`src/rtl/pc_fetch_unit_if.sv`:
```
// rtl/pc_fetch_unit_if.sv - instruction-memory and IF/ID bundle of the fetch stage
interface pc_fetch_unit_if #(
    parameter int NB_PC    = 32,
    parameter int NB_INSTR = 32
);
    logic [NB_PC-1:0]    o_imem_addr;
    logic [NB_INSTR-1:0] i_imem_data;
    logic [NB_INSTR-1:0] o_if_id_instr;
    logic [NB_PC-1:0]    o_if_id_pc;
    logic [NB_PC-1:0]    o_if_id_pc4;
    logic                o_if_id_valid;

    modport master (
        output o_imem_addr,
        input  i_imem_data,
        output o_if_id_instr,
        output o_if_id_pc,
        output o_if_id_pc4,
        output o_if_id_valid
    );

    modport slave (
        input  o_imem_addr,
        output i_imem_data,
        input  o_if_id_instr,
        input  o_if_id_pc,
        input  o_if_id_pc4,
        input  o_if_id_valid
    );
endinterface

```
`src/rtl/pc_fetch_unit.sv`:
```
// rtl/pc_fetch_unit.sv - PC register, IF/ID register and run/drain/halt sequencing
module pc_fetch_unit #(
    parameter int                   NB_PC        = 32,
    parameter int                   NB_INSTR     = 32,
    parameter logic [NB_PC-1:0]     RESET_PC     = '0,
    parameter logic [NB_INSTR-1:0]  HALT_INSTR   = 32'hFFFFFFFF,
    parameter int                   DRAIN_CYCLES = 4
) (
    input  logic               clk,
    input  logic               i_rst_n,
    input  logic               i_en,
    input  logic               i_start,
    input  logic               i_stall,
    input  logic               i_flush,
    input  logic [1:0]         i_pcSrc,
    input  logic [NB_PC-1:0]   i_branch_target,
    input  logic [NB_PC-1:0]   i_jalr_target,
    pc_fetch_unit_if.master    bus,
    output logic               o_halted,
    output logic [1:0]         o_state
);
    localparam int NB_CNT = (DRAIN_CYCLES > 1) ? $clog2(DRAIN_CYCLES) : 1;
    localparam logic [NB_CNT-1:0]   CNT_INIT = NB_CNT'(DRAIN_CYCLES - 1);
    localparam logic [NB_INSTR-1:0] NOP      = NB_INSTR'(32'h00000013);

    typedef enum logic [1:0] {
        S_IDLE   = 2'b00,
        S_RUN    = 2'b01,
        S_DRAIN  = 2'b10,
        S_HALTED = 2'b11
    } state_t;

    state_t              state_q, state_nxt;
    logic [NB_CNT-1:0]   cnt_q, cnt_nxt;
    logic [NB_PC-1:0]    pc_q, pc_nxt, pc_plus4, redirect_pc;
    logic [NB_INSTR-1:0] instr_q, instr_nxt;
    logic [NB_PC-1:0]    ifpc_q, ifpc_nxt, ifpc4_q, ifpc4_nxt;
    logic                valid_q, valid_nxt;
    logic                halted_q;

    assign pc_plus4 = pc_q + NB_PC'(4);

    // Redirect target for a flush; reserved select falls back to sequential fetch.
    always_comb begin
        case (i_pcSrc)
            2'b01:   redirect_pc = i_branch_target;
            2'b10:   redirect_pc = i_jalr_target & ~NB_PC'(1);
            default: redirect_pc = pc_plus4;
        endcase
    end

    always_comb begin
        state_nxt = state_q;
        cnt_nxt   = cnt_q;
        pc_nxt    = pc_q;
        instr_nxt = instr_q;
        ifpc_nxt  = ifpc_q;
        ifpc4_nxt = ifpc4_q;
        valid_nxt = valid_q;

        if (i_en) begin
            case (state_q)
                S_IDLE: begin
                    pc_nxt    = RESET_PC;
                    instr_nxt = NOP;
                    ifpc_nxt  = '0;
                    ifpc4_nxt = '0;
                    valid_nxt = 1'b0;
                    if (i_start) state_nxt = S_RUN;
                end
                S_RUN: begin
                    if (i_flush) begin
                        pc_nxt    = redirect_pc;
                        instr_nxt = NOP;
                        ifpc_nxt  = '0;
                        ifpc4_nxt = '0;
                        valid_nxt = 1'b0;
                    end else if (i_stall) begin
                        pc_nxt = pc_q;
                    end else if (bus.i_imem_data == HALT_INSTR) begin
                        // The halt word itself never enters the pipeline.
                        instr_nxt = NOP;
                        ifpc_nxt  = '0;
                        ifpc4_nxt = '0;
                        valid_nxt = 1'b0;
                        state_nxt = S_DRAIN;
                        cnt_nxt   = CNT_INIT;
                    end else begin
                        pc_nxt    = pc_plus4;
                        instr_nxt = bus.i_imem_data;
                        ifpc_nxt  = pc_q;
                        ifpc4_nxt = pc_plus4;
                        valid_nxt = 1'b1;
                    end
                end
                S_DRAIN: begin
                    instr_nxt = NOP;
                    ifpc_nxt  = '0;
                    ifpc4_nxt = '0;
                    valid_nxt = 1'b0;
                    if (i_flush) begin
                        // An older branch resolved taken: the halt was on a wrong path.
                        pc_nxt    = redirect_pc;
                        state_nxt = S_RUN;
                        cnt_nxt   = '0;
                    end else if (!i_stall) begin
                        if (cnt_q == '0) state_nxt = S_HALTED;
                        else             cnt_nxt   = cnt_q - NB_CNT'(1);
                    end
                end
                default: begin
                    state_nxt = S_HALTED;
                end
            endcase
        end
    end

    always_ff @(posedge clk or negedge i_rst_n) begin
        if (!i_rst_n) begin
            state_q  <= S_IDLE;
            cnt_q    <= '0;
            pc_q     <= RESET_PC;
            instr_q  <= NOP;
            ifpc_q   <= '0;
            ifpc4_q  <= '0;
            valid_q  <= 1'b0;
            halted_q <= 1'b0;
        end else begin
            state_q  <= state_nxt;
            cnt_q    <= cnt_nxt;
            pc_q     <= pc_nxt;
            instr_q  <= instr_nxt;
            ifpc_q   <= ifpc_nxt;
            ifpc4_q  <= ifpc4_nxt;
            valid_q  <= valid_nxt;
            halted_q <= (state_nxt == S_HALTED);
        end
    end

    assign bus.o_imem_addr   = pc_q;
    assign bus.o_if_id_instr = instr_q;
    assign bus.o_if_id_pc    = ifpc_q;
    assign bus.o_if_id_pc4   = ifpc4_q;
    assign bus.o_if_id_valid = valid_q;
    assign o_halted          = halted_q;
    assign o_state           = state_q;
endmodule

```
`src/flat_wrapper.sv`:
```
// flat-port wrapper written by rule: the top's interface ports become plain ports
module pc_fetch_unit_flat 
#(
    parameter int                   NB_PC        = 32,
    parameter int                   NB_INSTR     = 32,
    parameter logic [NB_PC-1:0]     RESET_PC     = '0,
    parameter logic [NB_INSTR-1:0]  HALT_INSTR   = 32'hFFFFFFFF,
    parameter int                   DRAIN_CYCLES = 4
)
  (clk, i_rst_n, i_en, i_start, i_stall, i_flush, i_pcSrc, i_branch_target, i_jalr_target, o_halted, o_state, bus_o_imem_addr, bus_i_imem_data, bus_o_if_id_instr, bus_o_if_id_pc, bus_o_if_id_pc4, bus_o_if_id_valid);
  pc_fetch_unit_if #(.NB_PC(NB_PC), .NB_INSTR(NB_INSTR)) bus_i ();
  input  logic clk;
  input  logic i_rst_n;
  input  logic i_en;
  input  logic i_start;
  input  logic i_stall;
  input  logic i_flush;
  input  logic [1:0] i_pcSrc;
  input  logic [NB_PC-1:0] i_branch_target;
  input  logic [NB_PC-1:0] i_jalr_target;
  output logic o_halted;
  output logic [1:0] o_state;
  output wire logic [$bits(bus_i.o_imem_addr)-1:0] bus_o_imem_addr;
  input wire logic [$bits(bus_i.i_imem_data)-1:0] bus_i_imem_data;
  output wire logic [$bits(bus_i.o_if_id_instr)-1:0] bus_o_if_id_instr;
  output wire logic [$bits(bus_i.o_if_id_pc)-1:0] bus_o_if_id_pc;
  output wire logic [$bits(bus_i.o_if_id_pc4)-1:0] bus_o_if_id_pc4;
  output wire logic [$bits(bus_i.o_if_id_valid)-1:0] bus_o_if_id_valid;
  assign bus_o_imem_addr = bus_i.o_imem_addr;
  assign bus_i.i_imem_data = bus_i_imem_data;
  assign bus_o_if_id_instr = bus_i.o_if_id_instr;
  assign bus_o_if_id_pc = bus_i.o_if_id_pc;
  assign bus_o_if_id_pc4 = bus_i.o_if_id_pc4;
  assign bus_o_if_id_valid = bus_i.o_if_id_valid;
  pc_fetch_unit #(.NB_PC(NB_PC), .NB_INSTR(NB_INSTR), .RESET_PC(RESET_PC), .HALT_INSTR(HALT_INSTR), .DRAIN_CYCLES(DRAIN_CYCLES)) u_core (.clk(clk), .i_rst_n(i_rst_n), .i_en(i_en), .i_start(i_start), .i_stall(i_stall), .i_flush(i_flush), .i_pcSrc(i_pcSrc), .i_branch_target(i_branch_target), .i_jalr_target(i_jalr_target), .bus(bus_i), .o_halted(o_halted), .o_state(o_state));
endmodule
```
`config.mk`:
```
export PLATFORM = sky130hd
export DESIGN_NAME = pc_fetch_unit_flat
export DESIGN_NICKNAME = d
export VERILOG_FILES = /design/src/rtl/pc_fetch_unit_if.sv /design/src/rtl/pc_fetch_unit.sv /design/src/flat_wrapper.sv
export SDC_FILE = /design/constraint.sdc
export NUM_CORES = 1
export LEC_CHECK = 0
export CORE_AREA = 2 2 123 125
export CTS_BUF_LIST = sky130_fd_sc_hd__clkbuf_4 sky130_fd_sc_hd__clkbuf_8
export DETAILED_ROUTE_END_ITERATION = 10
export DIE_AREA = 0 0 125 127
export GPL_ROUTABILITY_DRIVEN = 1
export PLACE_DENSITY = 0.82
export REMOVE_ABC_BUFFERS = 1
export SKIP_LAST_GASP = 1
export SYNTH_ARGS = -nofsm -noshare
export SYNTH_HDL_FRONTEND = slang
export SYNTH_SLANG_ARGS = --single-unit
```
`constraint.sdc`:
```
create_clock -name clk -period 2.5 [get_ports clk]
set_input_delay 0.625 -clock clk [delete_from_list [all_inputs] [get_ports clk]]
set_output_delay 0.625 -clock clk [all_outputs]
set_load 0.005 [all_outputs]
```
==> flow_summary_export.csv <==
group,metric,value,unit
status,status,"completed",
global_route,grt_start_max_net_pins,55,
synthesis,synthSimpleGateAreaFrac,14.06,%
synthesis,synth_top_area_cell,"dfrtp_1",
clock_tree,h-tree-depth,4,
global_route,grt_overflow_total,0,
setup_path,crit_buf_inv,3,
setup_path,path_delay_family,"compound AO/OA/AOI/OAI gates",
power,power_density,785.7,nW/µm²
setup_path,start_kind,"flop",
synthesis,syn_inst,678,
hold_path,hold_path.class,"in -> async",
layout,postLayoutCoreUtil,71.70,%
power,p_comb_share,40.1,%
synthesis,synth_top_area_share,47.97,%
placement,globalplace.congestion,0.9437,
layout,num-nets-final,1081,
setup_path,arrival,2.66,ns
power,clock_power_share,27.7,%
clock_tree,cts-root-buf,"clkbuf_8",
layout,drive_gt1_share,14.77,%
setup_path,crit_chain,"inv_1, ha_1, buf_4, or2_2, o211ai_1, buf_4, a21oi_1, a221o_1",
drt,drtPass1Iterations,5,
drt,vias,6846,
layout,final_area,10340,µm²
clock_tree,clockBufferDepth,2,
setup_path,required,2.84,ns
clock_tree,holdBufCountCts,0,
layout,nFillCells,1068,
timing,final-setup-viol-count,0,
clock_tree,cts_repair_resize_count,0,
power,total_power,8.125,mW
synthesis,netlist_top_cells_area,"dfrtp_1, a22o_1, o21ai_0, nand2_1, a22oi_1",
timing,post-route-min-period,2.322,ns
setup_path,end_kind,"flop",
setup_path,worstSetupPathType,"reg -> reg",
power,switchingPower,2.836,mW
timing,rsz0062_at_grt,"false",
drt,wl,23.23,mm
setup_path,cp_max_fo,8,
global_route,grt_pass1_wl,36.59,mm
layout,instances_no_fill,1166,
timing,slew_headroom,65.50,%
job,maxCapViolations,0,
power,leakage,4.414,nW
die,row_count,44,
die,die_area,15880,µm²
synthesis,synth.distinct_cells,56,
die,die_y,127,µm
synthesis,synthArstFlopShare,100.0,%
layout,area_growth,53.68,%
timing,fmax,430.7,MHz
drt,drc,0,
clock_tree,cts_made_buffers,17,
power,switching_share,34.91,%
die,die_w,125,µm
synthesis,syn-mean-instance-area,9.925,µm²
die,core,14420,µm²
synthesis,yosysSeqAreaShare,49.14,%
timing,skew,0.01279,ns
drt,antenna_left,0,
setup_path,crit_path_max_incr_delay,0.44,ns
global_route,grt_usage,29.05,%
drt,wl_per_cell,19.92,µm
placement,dp.cells,1134,
setup_path,ff2ff_setup_slack,0.18,ns
setup_path,crit_slowest_cell,"dfrtp_1",
die,initial_utilization,46.65,%
synthesis,ys_ff_latch,132,
global_route,grt_pass1_vias,6755,
clock_tree,clk_latency,0.46,ns
synthesis,synth-xor-area-share,3.514,%
power,peakVddDrop,538.3,µV
timing,period_share,92.87,%
clock_tree,cts_sinks,132,
clock_tree,postCtsSetupBuffers,0,
synthesis,synth-main-ff-cell,"dfrtp_1",
layout,regArea,3307,µm²
placement,place_area,9842,µm²
synthesis,synth-compound-area-share,26.50,%
placement,dp_hpwl,17.22,mm
synthesis,synth_area,6729,µm²
die,io_pins,236,
drt,drtIter0Drc,698,
synthesis,synth_fa_ha_area_share,1.488,%
clock_tree,clk_pin_slew,0.08,ns
power,intPower,5.288,mW
layout,multi_input_comb_area,3089,µm²
timing,hold_viol,0,
synthesis,synthMuxAreaShare,0.3347,%
power,seq_power_share,32.2,%
clock_tree,tritoncts,"built",
layout,diodes,0,
timing,worst_slew_pin_slew,0.5176,ns
global_route,antenna_found_initial,0,
placement,io_buffers,234,
setup_path,crit_top_cell,"buf_4",
synthesis,synth_edf_count,0,
drt,via_per_inst,5.871,
timing,drv_slew,0,
synthesis,synth_top_family_by_area,"compound AO/OA/AOI/OAI gates",
synthesis,yosysWarnings,0,
## area by class of cell
class / instances / share of cell area (%)
Clock buffer: 20 / 2.662
Clock inverter: 12 / 2.166
Inverter: 13 / 0.4719
Multi-Input combinational cell: 473 / 29.87
Sequential cell: 132 / 31.98
Tap cell: 184 / 2.226
Timing Repair Buffer: 332 / 30.62
## through the flow
| step | hold WS [ns] | TNS, ns | setup WS, ns |
|---|---|---|---|
| floorplan | 0.3294 | -210.87 | -2.352 |
| global placement | 0.4629 | -9.751 | -0.1703 |
| detailed placement | 0.4737 | -12.09 | -0.1904 |
| CTS | 0.1157 | 0 | 0.2028 |
| global route | 0.1333 | 0 | 0.03447 |
| finish | 0.1085 | 0 | 0.1781 |
## registers in the layout, summed over array words and instances, names as in the netlist
| register | count |
|---|---|
| u_core.cnt_q | 2 |
| u_core.bus.o_imem_addr | 32 |
| u_core.o_halted | 1 |
| u_core.bus.o_if_id_instr | 32 |
| u_core.bus.o_if_id_pc | 32 |
| u_core.bus.o_if_id_valid | 1 |
| u_core.o_state | 2 |
| u_core.bus.o_if_id_pc4 | 30 |
## final timing paths
check / depth (start not counted) / startpoint / endpoint
worst max-delay path: 8 / u_core.o_state[1]$_DFF_PN0_ / u_core.bus.o_imem_addr[17]$_DFFE_PN0P_
worst min-delay path: 1 / i_rst_n / u_core.bus.o_if_id_pc[8]$_DFFE_PN0P_
min in group clk: 2 / u_core.bus.o_if_id_pc4[21]$_DFFE_PN0P_ / u_core.bus.o_if_id_pc4[21]$_DFFE_PN0P_
worst min register to register: 2 / u_core.bus.o_if_id_pc4[21]$_DFFE_PN0P_ / u_core.bus.o_if_id_pc4[21]$_DFFE_PN0P_
worst max register to register: 8 / u_core.o_state[1]$_DFF_PN0_ / u_core.bus.o_imem_addr[17]$_DFFE_PN0P_
max in group asynchronous: 2 / i_rst_n / u_core.bus.o_if_id_pc[26]$_DFFE_PN0P_
## power groups by stage
stage	logic, mW	registers (mW)	clock network (mW)
2_1_floorplan	1.32	2.68	0
3_3_place_gp	3.12	2.63	0
3_5_place_dp	3.19	2.64	0
4_1_cts	3.21	2.61	2.28
5_1_grt	3.47	2.65	2.37
6_report	3.26	2.62	2.25
## cell usage in the layout, fill, tap and decap left out, types with 8 or more instances in the layout
| cell | instances |
|---|---|
| nand4_1 | 18 |
| a22oi_1 | 21 |
| nand3_1 | 17 |
| xor2_1 | 10 |
| xnor2_1 | 17 |
| clkdlybuf4s50_1 | 233 |
| ha_1 | 8 |
| and3_1 | 9 |
| buf_4 | 91 |
| clkbuf_8 | 20 |
| a21oi_1 | 20 |
| o21ai_0 | 61 |
| a31oi_1 | 8 |
| nor2_1 | 32 |
| dfrtp_1 | 129 |
| a22o_1 | 75 |
| nand2_1 | 69 |
| nor3_1 | 11 |
| and4_1 | 9 |
| inv_1 | 13 |
## synthesized netlist by cell type, types with 4 or more instances
cell type  count
a21oi_1       20
a221o_1        4
a22o_1        75
a22oi_1       21
a2bb2oi_1      6
a31oi_1        8
and3_1         9
and4_1        10
buf_2         28
buf_4          6
clkbuf_1      23
dfrtp_1      129
ha_1           8
inv_1         13
nand2_1       69
nand3_1       17
nand4_1       18
nor2_1        32
nor2b_1        5
nor3_1        11
o211ai_1       5
o21ai_0       61
o22a_1         7
o31ai_1        7
xnor2_1       17
xor2_1        10
## worst register-to-register path, cell delays in order, from the launching register on
cell	delay (ns)
dfrtp_1	0.44
inv_1	0.10
ha_1	0.28
buf_4	0.19
or2_2	0.37
o211ai_1	0.18
buf_4	0.24
a21oi_1	0.10
a221o_1	0.33
## cell families after synthesis
kind of cell             Yosys count
XOR/XNOR                          27
AO/OA/AOI/OAI                    247
multiplexers                       2
flip-flops                       132
buffers and inverters             73
adder cells (fa/ha/maj)            8
AND/OR/NAND/NOR                  189
## per-layer routing
layer,up-vias,part of all wire [%],global-route usage (%),wire [µm]
met4,0,3.0,11.57,696
met3,61,7.5,6.198,1748
met2,348,49,47.73,11330
met5,-,0,0,0
met1,3311,41,37.91,9455
li1,3126,-,-,-
Note: power is estimated with default switching activity, not from simulation.
